## config.mk

```make
export PLATFORM = sky130hd
export DESIGN_NAME = pic_ack_sequencer
export DESIGN_NICKNAME = d
export VERILOG_FILES = /design/src/rtl/pic_ack_sequencer.sv
export SDC_FILE = /design/constraint.sdc
export NUM_CORES = 1
export LEC_CHECK = 0
export CORE_MARGIN = 2
export CORE_UTILIZATION = 45
export DETAILED_ROUTE_END_ITERATION = 16
export PLACE_DENSITY = 0.87
export RECOVER_POWER = 100
export SLEW_MARGIN = 15
export SYNTH_ARGS = -nofsm -noshare
export SYNTH_HDL_FRONTEND = slang
export SYNTH_SLANG_ARGS = --single-unit
```

## constraint.sdc

```tcl
create_clock -name clk -period 5.9 [get_ports clk]
set_clock_uncertainty 0.05 [all_clocks]
set_input_delay 0.59 -clock clk [delete_from_list [all_inputs] [get_ports clk]]
set_output_delay 0.59 -clock clk [all_outputs]
set_load 0.02 [all_outputs]
```

## src/rtl/pic_ack_sequencer.sv

```systemverilog
// Control sequencer for an 8259-compatible PIC: rotating-priority resolution,
// INT generation, 8086-mode two-pulse INTA handshake and OCW2 EOI/rotation decode.
module pic_ack_sequencer #(
  parameter int VEC_W = 8
) (
  input  logic             clk,
  input  logic             rst,
  input  logic [7:0]       interrupt_request,
  input  logic [7:0]       in_service_register,
  input  logic [7:0]       highest_level_in_service,
  input  logic             inta_n,
  input  logic             ocw2_write,
  input  logic [7:0]       ocw2_data,
  input  logic             auto_eoi,
  input  logic [4:0]       vector_base,
  output logic             int_out,
  output logic [7:0]       interrupt,
  output logic [7:0]       end_of_interrupt,
  output logic [7:0]       clear_interrupt_request,
  output logic [2:0]       priority_rotate,
  output logic [VEC_W-1:0] vector_out,
  output logic             vector_valid
);

  localparam logic [1:0] S_IDLE = 2'd0;
  localparam logic [1:0] S_ACK1 = 2'd1;
  localparam logic [1:0] S_ACK2 = 2'd2;

  logic [1:0]       r_state;
  logic             r_inta_hist;
  logic             r_int_out;
  logic [2:0]       r_acked_level;
  logic             r_spurious;
  logic [7:0]       r_interrupt;
  logic [7:0]       r_clear_irq;
  logic [7:0]       r_eoi;
  logic [2:0]       r_priority_rotate;
  logic             r_rotate_in_aeoi;
  logic [VEC_W-1:0] r_vector_out;
  logic             r_vector_valid;

  logic             w_fall;
  logic             w_rise;
  logic [2:0]       w_best_level;
  logic [2:0]       w_best_rank;
  logic [2:0]       w_his_idx;
  logic [2:0]       w_his_rank;
  logic             w_req_valid;
  logic [7:0]       w_ocw_eoi_mask;
  logic             w_ocw_rot_en;
  logic [2:0]       w_ocw_rot_val;
  logic             w_aeoi_set;
  logic             w_aeoi_clr;
  logic             w_aeoi_fire;
  logic [7:0]       w_aeoi_mask;
  logic [7:0]       w_ocw_l_onehot;

  // ISR contents are tracked by the register block; only the highest level matters here
  logic             w_unused_isr;
  assign w_unused_isr = ^in_service_register;

  assign w_fall = r_inta_hist & ~inta_n;
  assign w_rise = ~r_inta_hist & inta_n;

  // Walk from lowest to highest priority so the highest-ranked request wins last
  always_comb begin
    w_best_level = 3'd7;
    w_best_rank  = 3'd7;
    for (int k = 7; k >= 0; k--) begin
      if (interrupt_request[r_priority_rotate + 3'(k) + 3'd1]) begin
        w_best_level = r_priority_rotate + 3'(k) + 3'd1;
        w_best_rank  = 3'(k);
      end
    end
  end

  always_comb begin
    w_his_idx = 3'd0;
    for (int n = 0; n < 8; n++) begin
      if (highest_level_in_service[n]) w_his_idx = 3'(n);
    end
  end

  assign w_his_rank  = w_his_idx - r_priority_rotate - 3'd1;
  assign w_req_valid = (|interrupt_request) &&
                       ((highest_level_in_service == 8'd0) || (w_best_rank < w_his_rank));

  assign w_ocw_l_onehot = 8'd1 << ocw2_data[2:0];

  // OCW2 command is ocw2_data[7:5] = {R, SL, EOI}
  always_comb begin
    w_ocw_eoi_mask = 8'd0;
    w_ocw_rot_en   = 1'b0;
    w_ocw_rot_val  = ocw2_data[2:0];
    w_aeoi_set     = 1'b0;
    w_aeoi_clr     = 1'b0;
    if (ocw2_write) begin
      case (ocw2_data[7:5])
        3'b001: w_ocw_eoi_mask = highest_level_in_service;
        3'b011: w_ocw_eoi_mask = w_ocw_l_onehot;
        3'b101: begin
          w_ocw_eoi_mask = highest_level_in_service;
          w_ocw_rot_en   = |highest_level_in_service;
          w_ocw_rot_val  = w_his_idx;
        end
        3'b111: begin
          w_ocw_eoi_mask = w_ocw_l_onehot;
          w_ocw_rot_en   = 1'b1;
        end
        3'b110: w_ocw_rot_en = 1'b1;
        3'b100: w_aeoi_set   = 1'b1;
        3'b000: w_aeoi_clr   = 1'b1;
        default: ;
      endcase
    end
  end

  assign w_aeoi_fire = (r_state == S_ACK2) && w_rise && auto_eoi && !r_spurious;
  assign w_aeoi_mask = w_aeoi_fire ? (8'd1 << r_acked_level) : 8'd0;

  // Priority rotation and EOI pulse; an OCW2 rotation overrides the AEOI rotation
  always_ff @(posedge clk or negedge rst) begin
    if (!rst) begin
      r_priority_rotate <= 3'd7;
      r_rotate_in_aeoi  <= 1'b0;
      r_eoi             <= 8'd0;
    end else begin
      r_eoi <= w_ocw_eoi_mask | w_aeoi_mask;
      if (w_ocw_rot_en)
        r_priority_rotate <= w_ocw_rot_val;
      else if (w_aeoi_fire && r_rotate_in_aeoi)
        r_priority_rotate <= r_acked_level;
      if (w_aeoi_set)
        r_rotate_in_aeoi <= 1'b1;
      else if (w_aeoi_clr)
        r_rotate_in_aeoi <= 1'b0;
    end
  end

  always_ff @(posedge clk or negedge rst) begin
    if (!rst) begin
      r_state        <= S_IDLE;
      r_inta_hist    <= 1'b1;
      r_int_out      <= 1'b0;
      r_acked_level  <= 3'd0;
      r_spurious     <= 1'b0;
      r_interrupt    <= 8'd0;
      r_clear_irq    <= 8'd0;
      r_vector_out   <= '0;
      r_vector_valid <= 1'b0;
    end else begin
      r_inta_hist <= inta_n;
      r_interrupt <= 8'd0;
      r_clear_irq <= 8'd0;
      case (r_state)
        S_IDLE: begin
          r_int_out <= w_req_valid;
          if (w_fall) begin
            r_int_out <= 1'b0;
            r_state   <= S_ACK1;
            if (w_req_valid) begin
              r_acked_level <= w_best_level;
              r_spurious    <= 1'b0;
              r_interrupt   <= 8'd1 << w_best_level;
              r_clear_irq   <= 8'd1 << w_best_level;
            end else begin
              r_acked_level <= 3'd7;
              r_spurious    <= 1'b1;
            end
          end
        end
        S_ACK1: begin
          r_int_out <= 1'b0;
          if (w_fall) begin
            r_state        <= S_ACK2;
            r_vector_out   <= {vector_base, r_acked_level};
            r_vector_valid <= 1'b1;
          end
        end
        S_ACK2: begin
          r_int_out <= 1'b0;
          if (w_rise) begin
            r_state        <= S_IDLE;
            r_vector_valid <= 1'b0;
            r_vector_out   <= '0;
          end
        end
        default: begin
          r_state        <= S_IDLE;
          r_int_out      <= 1'b0;
          r_vector_valid <= 1'b0;
        end
      endcase
    end
  end

  assign int_out                 = r_int_out;
  assign interrupt               = r_interrupt;
  assign end_of_interrupt        = r_eoi;
  assign clear_interrupt_request = r_clear_irq;
  assign priority_rotate         = r_priority_rotate;
  assign vector_out              = r_vector_out;
  assign vector_valid            = r_vector_valid;

endmodule

```

==> flow_metrics.py <==
metrics = {
    "synth": {
        "synth-xor-area-share": 0.0192,
        "synth_top_family_by_area": "compound AO/OA/AOI/OAI gates",
        "async_flop_share": 1.00,
        "yosysWarnings": 0,
        "syn-num-nets": 340,
        "syn-cell-area_um2": 2730,
        "netlist_instances": 292,
        "synth.avg_cell_area_um2": 9.35,
        "synth.area.top_cells": "dfrtp_1, mux4_2, a21oi_1",
        "synth_fa_ha_area_frac": 0.0302,
        "synth_top_area_cell": "dfrtp_1",
        "yosysSeqAreaShare": 0.341,
        "synth_compound_area_frac": 0.213,
        "ys_seq_elements": 37,
        "yosys-top-cells-count": "dfrtp_1, nor2_1, a21oi_1",
        "synthSimpleGateAreaFrac": 0.176,
        "synth_cell_types": 56,
        "synth_top_area_share": 0.302,
        "synth-edff-count": 0,
        "synthMuxAreaShare": 0.166,
        "synth.most_common_cell": "dfrtp_1",
        "synthFlopType": "dfrtp_1",
    },
    "place": {
        "globalplace.congestion": 0.849,
        "dpl.cell_count": 418,
        "port-buffer-count": 68,
        "hpwl_um": 5040,
    },
    "power_and_ir_drop": {
        "combPwrFrac": 0.524,
        "p_int_mw": 0.768,
        "power.leakage_nw": 1.51,
        "max-vdd-ir-drop_uv": 154,
        "seqPwrFrac": 0.304,
        "powerDensity_nw_per_um2": 375,
        "p_sw_frac": 0.417,
        "p_sw_mw": 0.549,
        "clkPwrFrac": 0.172,
    },
    "floorplanning": {
        "start_util": 0.464,
        "die_h_um": 81.9,
        "ios": 79,
        "rows": 28,
        "core_area_um2": 5890,
        "die-area_um2": 6710,
        "fp.dieW_um": 81.9,
    },
    "global_routing": {
        "grt_max_degree": 38,
        "antenna_found_initial": 0,
        "grt-ovfl-total": 0,
        "grt_util_all_layers": 0.204,
        "grt_pass1_wl_um": 10800,
        "grt_pass1_vias": 2290,
    },
    "cells_and_area": {
        "antenna_cells": 0,
        "synthToLayoutAreaGrowth_pct": 28.4,
        "fin_util": 0.596,
        "layout.cells.non_filler": 426,
        "layout-drive-gt1-share": 0.0997,
        "fin_nets": 398,
        "fill_cells": 500,
    },
    "clock_network": {
        "cts.path.max_buffers": 2,
        "cts_max_level": 2,
        "cts_sinks": 37,
        "post_cts_resized": 0,
        "tritoncts": "built",
        "post_cts_buffers": 0,
        "ctsRootBufferMaster": "clkbuf_8",
        "clk_latency_ns": 0.29,
        "hold_buffers": 0,
        "cts_inserted_buffers": 5,
        "cts.clk_slew.worst_paths_ns": 0.08,
    },
    "setup_path": {
        "required_ns": 6.05,
        "crit_type": "reg -> reg",
        "r2r_start": "priority_rotate[0]",
        "crit_fanout": 23,
        "r2r-end": "clear_interrupt_request[2]",
        "start_kind": "flop",
        "reg2reg_depth": 13,
        "setup.worst_path.start": "priority_rotate[0]",
        "worstPathArrival_ns": 5.14,
        "crit_end": "clear_interrupt_request[2]",
        "reg2reg_slack_ns": 0.91,
        "endpoint_kind": "flop",
    },
    "run_status": {
        "status": "finished with violations",
        "violations": "capacitance limit, slew limit",
    },
    "timing": {
        "slew_headroom": -0.311,
        "setup_viol": 0,
        "worst_pin_slew_ns": 1.97,
        "final_max_slew_viol_count": 38,
        "fmax_ghz": 0.200,
        "tns_ns": 0,
        "rsz0062_at_grt": "false",
        "hold_viol_final": 0,
        "period_share": 0.846,
        "min_period_ns": 4.99,
    },
    "flow_run": {
        "maxCapViolCount": 1,
    },
    "worst_hold_path": {
        "min_path_type": "reg -> reg",
    },
    "route": {
        "detail-route-antenna-nets": 0,
        "first_pass_iters": 4,
        "vias": 2559,
        "wl_um": 6720,
        "drt_iter0_markers": 272,
        "routedWlPerCell_um": 15.8,
        "drc": 0,
        "vias_per_cell": 6.01,
    },
}
[worst max-delay path: stages, from the launching register on]
cell and delay, ns:
dfstp_2 0.90, inv_1 0.18, ha_1 0.60, mux4_2 0.66, mux2i_1 0.54, nand2_2 0.12
a21oi_1 0.16, ha_1 0.26, a211oi_1 0.23, and2_0 0.17, nand4_1 0.14, a21boi_0 0.47
nand2_1 0.22, nor3_1 0.21
[how the worst min path moves through the flow]
stage / startpoint / end / slack, ns / depth (start not counted)
after CTS: vector_valid / vector_valid / 0.46 / 2
after global placement: vector_valid / vector_valid / 0.43 / 2
after detailed placement: vector_valid / vector_valid / 0.44 / 2
after floorplan: rst / clear_interrupt_request[0] / 0.24 / 0
final: vector_valid / vector_valid / 0.45 / 2
after global routing: r_spurious / r_spurious / 0.49 / 2
[power by group through the flow]
stage	Combinational [mW]	Sequential, mW	Clock [mW]
floorplan	0.476	0.418	0
global placement	0.678	0.400	0
finish	0.690	0.400	0.227
CTS	0.706	0.402	0.230
detailed placement	0.703	0.406	0
global route	0.756	0.413	0.241
[cell type report]
| cell class | instances | area, um^2 | share of cell area |
|---|---|---|---|
| Multi-Input combinational cell | 228 | 1650 | 0.470 |
| Clock inverter | 1 | 30.0 | 0.00856 |
| Tap cell | 75 | 93.8 | 0.0267 |
| Timing Repair Buffer | 69 | 684 | 0.195 |
| Sequential cell | 37 | 931 | 0.265 |
| Clock buffer | 7 | 86.3 | 0.0246 |
| Inverter | 9 | 33.8 | 0.00963 |
[cells in the final DEF, fill, tap and decap left out, drive strengths merged, types with 3 or more instances in the layout]
| cell | Yosys | routed |
|---|---|---|
| dlygate4sd3 | 0 | 38 |
| dfrtp | 33 | 33 |
| nor2 | 30 | 30 |
| clkdlybuf4s50 | 0 | 30 |
| a21oi | 27 | 27 |
| nand2 | 22 | 22 |
| o22ai | 17 | 17 |
| o21ai | 12 | 12 |
| mux4 | 11 | 11 |
| and3 | 10 | 10 |
| mux2i | 9 | 9 |
| mux2 | 9 | 9 |
| inv | 8 | 8 |
| clkbuf | 5 | 8 |
| nor3 | 7 | 7 |
| nand2b | 7 | 7 |
| nor2b | 7 | 7 |
| a211oi | 6 | 6 |
| ha | 5 | 5 |
| xnor2 | 4 | 4 |
| nor4 | 4 | 4 |
| a22oi | 4 | 4 |
| nand3 | 4 | 4 |
| dfstp | 4 | 4 |
| a221oi | 3 | 3 |
| a21boi | 3 | 3 |
| a211o | 3 | 3 |
[registers in the layout, summed over array words and instances (netlist names)]
signal                   count
end_of_interrupt             8
int_out                      1
clear_interrupt_request      8
vector_valid                 1
r_acked_level                3
vector_out                   8
r_rotate_in_aeoi             1
r_inta_hist                  1
priority_rotate              3
r_spurious                   1
r_state                      2
[metal layers]
metal	vias up	share of wire	track usage
met4	0	0.012	0.0483
met1	1242	0.43	0.275
met5	-	0	0
met2	93	0.51	0.349
li1	1213	-	-
met3	11	0.050	0.0253
[per-stage QoR]
stage	power, mW	hold WS (ns)	cell area (um^2)	setup WS [ns]
after floorplan	0.893	0.244	2730	1.61
after global placement	1.08	0.426	3400	1.38
after detailed placement	1.11	0.442	3400	1.22
after CTS	1.34	0.462	3520	1.21
after global routing	1.41	0.486	3510	0.415
final	1.32	0.450	3510	0.906
[logic make-up (layout without fill, tap and decap cells)]
kind of cell | Yosys count | after routing
multiplexers | 29 | 29
AND/OR/NAND/NOR | 98 | 98
buffers and inverters | 27 | 86
AO/OA/AOI/OAI | 89 | 89
adder cells (fa/ha/maj) | 6 | 6
flip-flops | 37 | 37
XOR/XNOR | 6 | 6
Note: power is estimated with default switching activity, not from simulation.
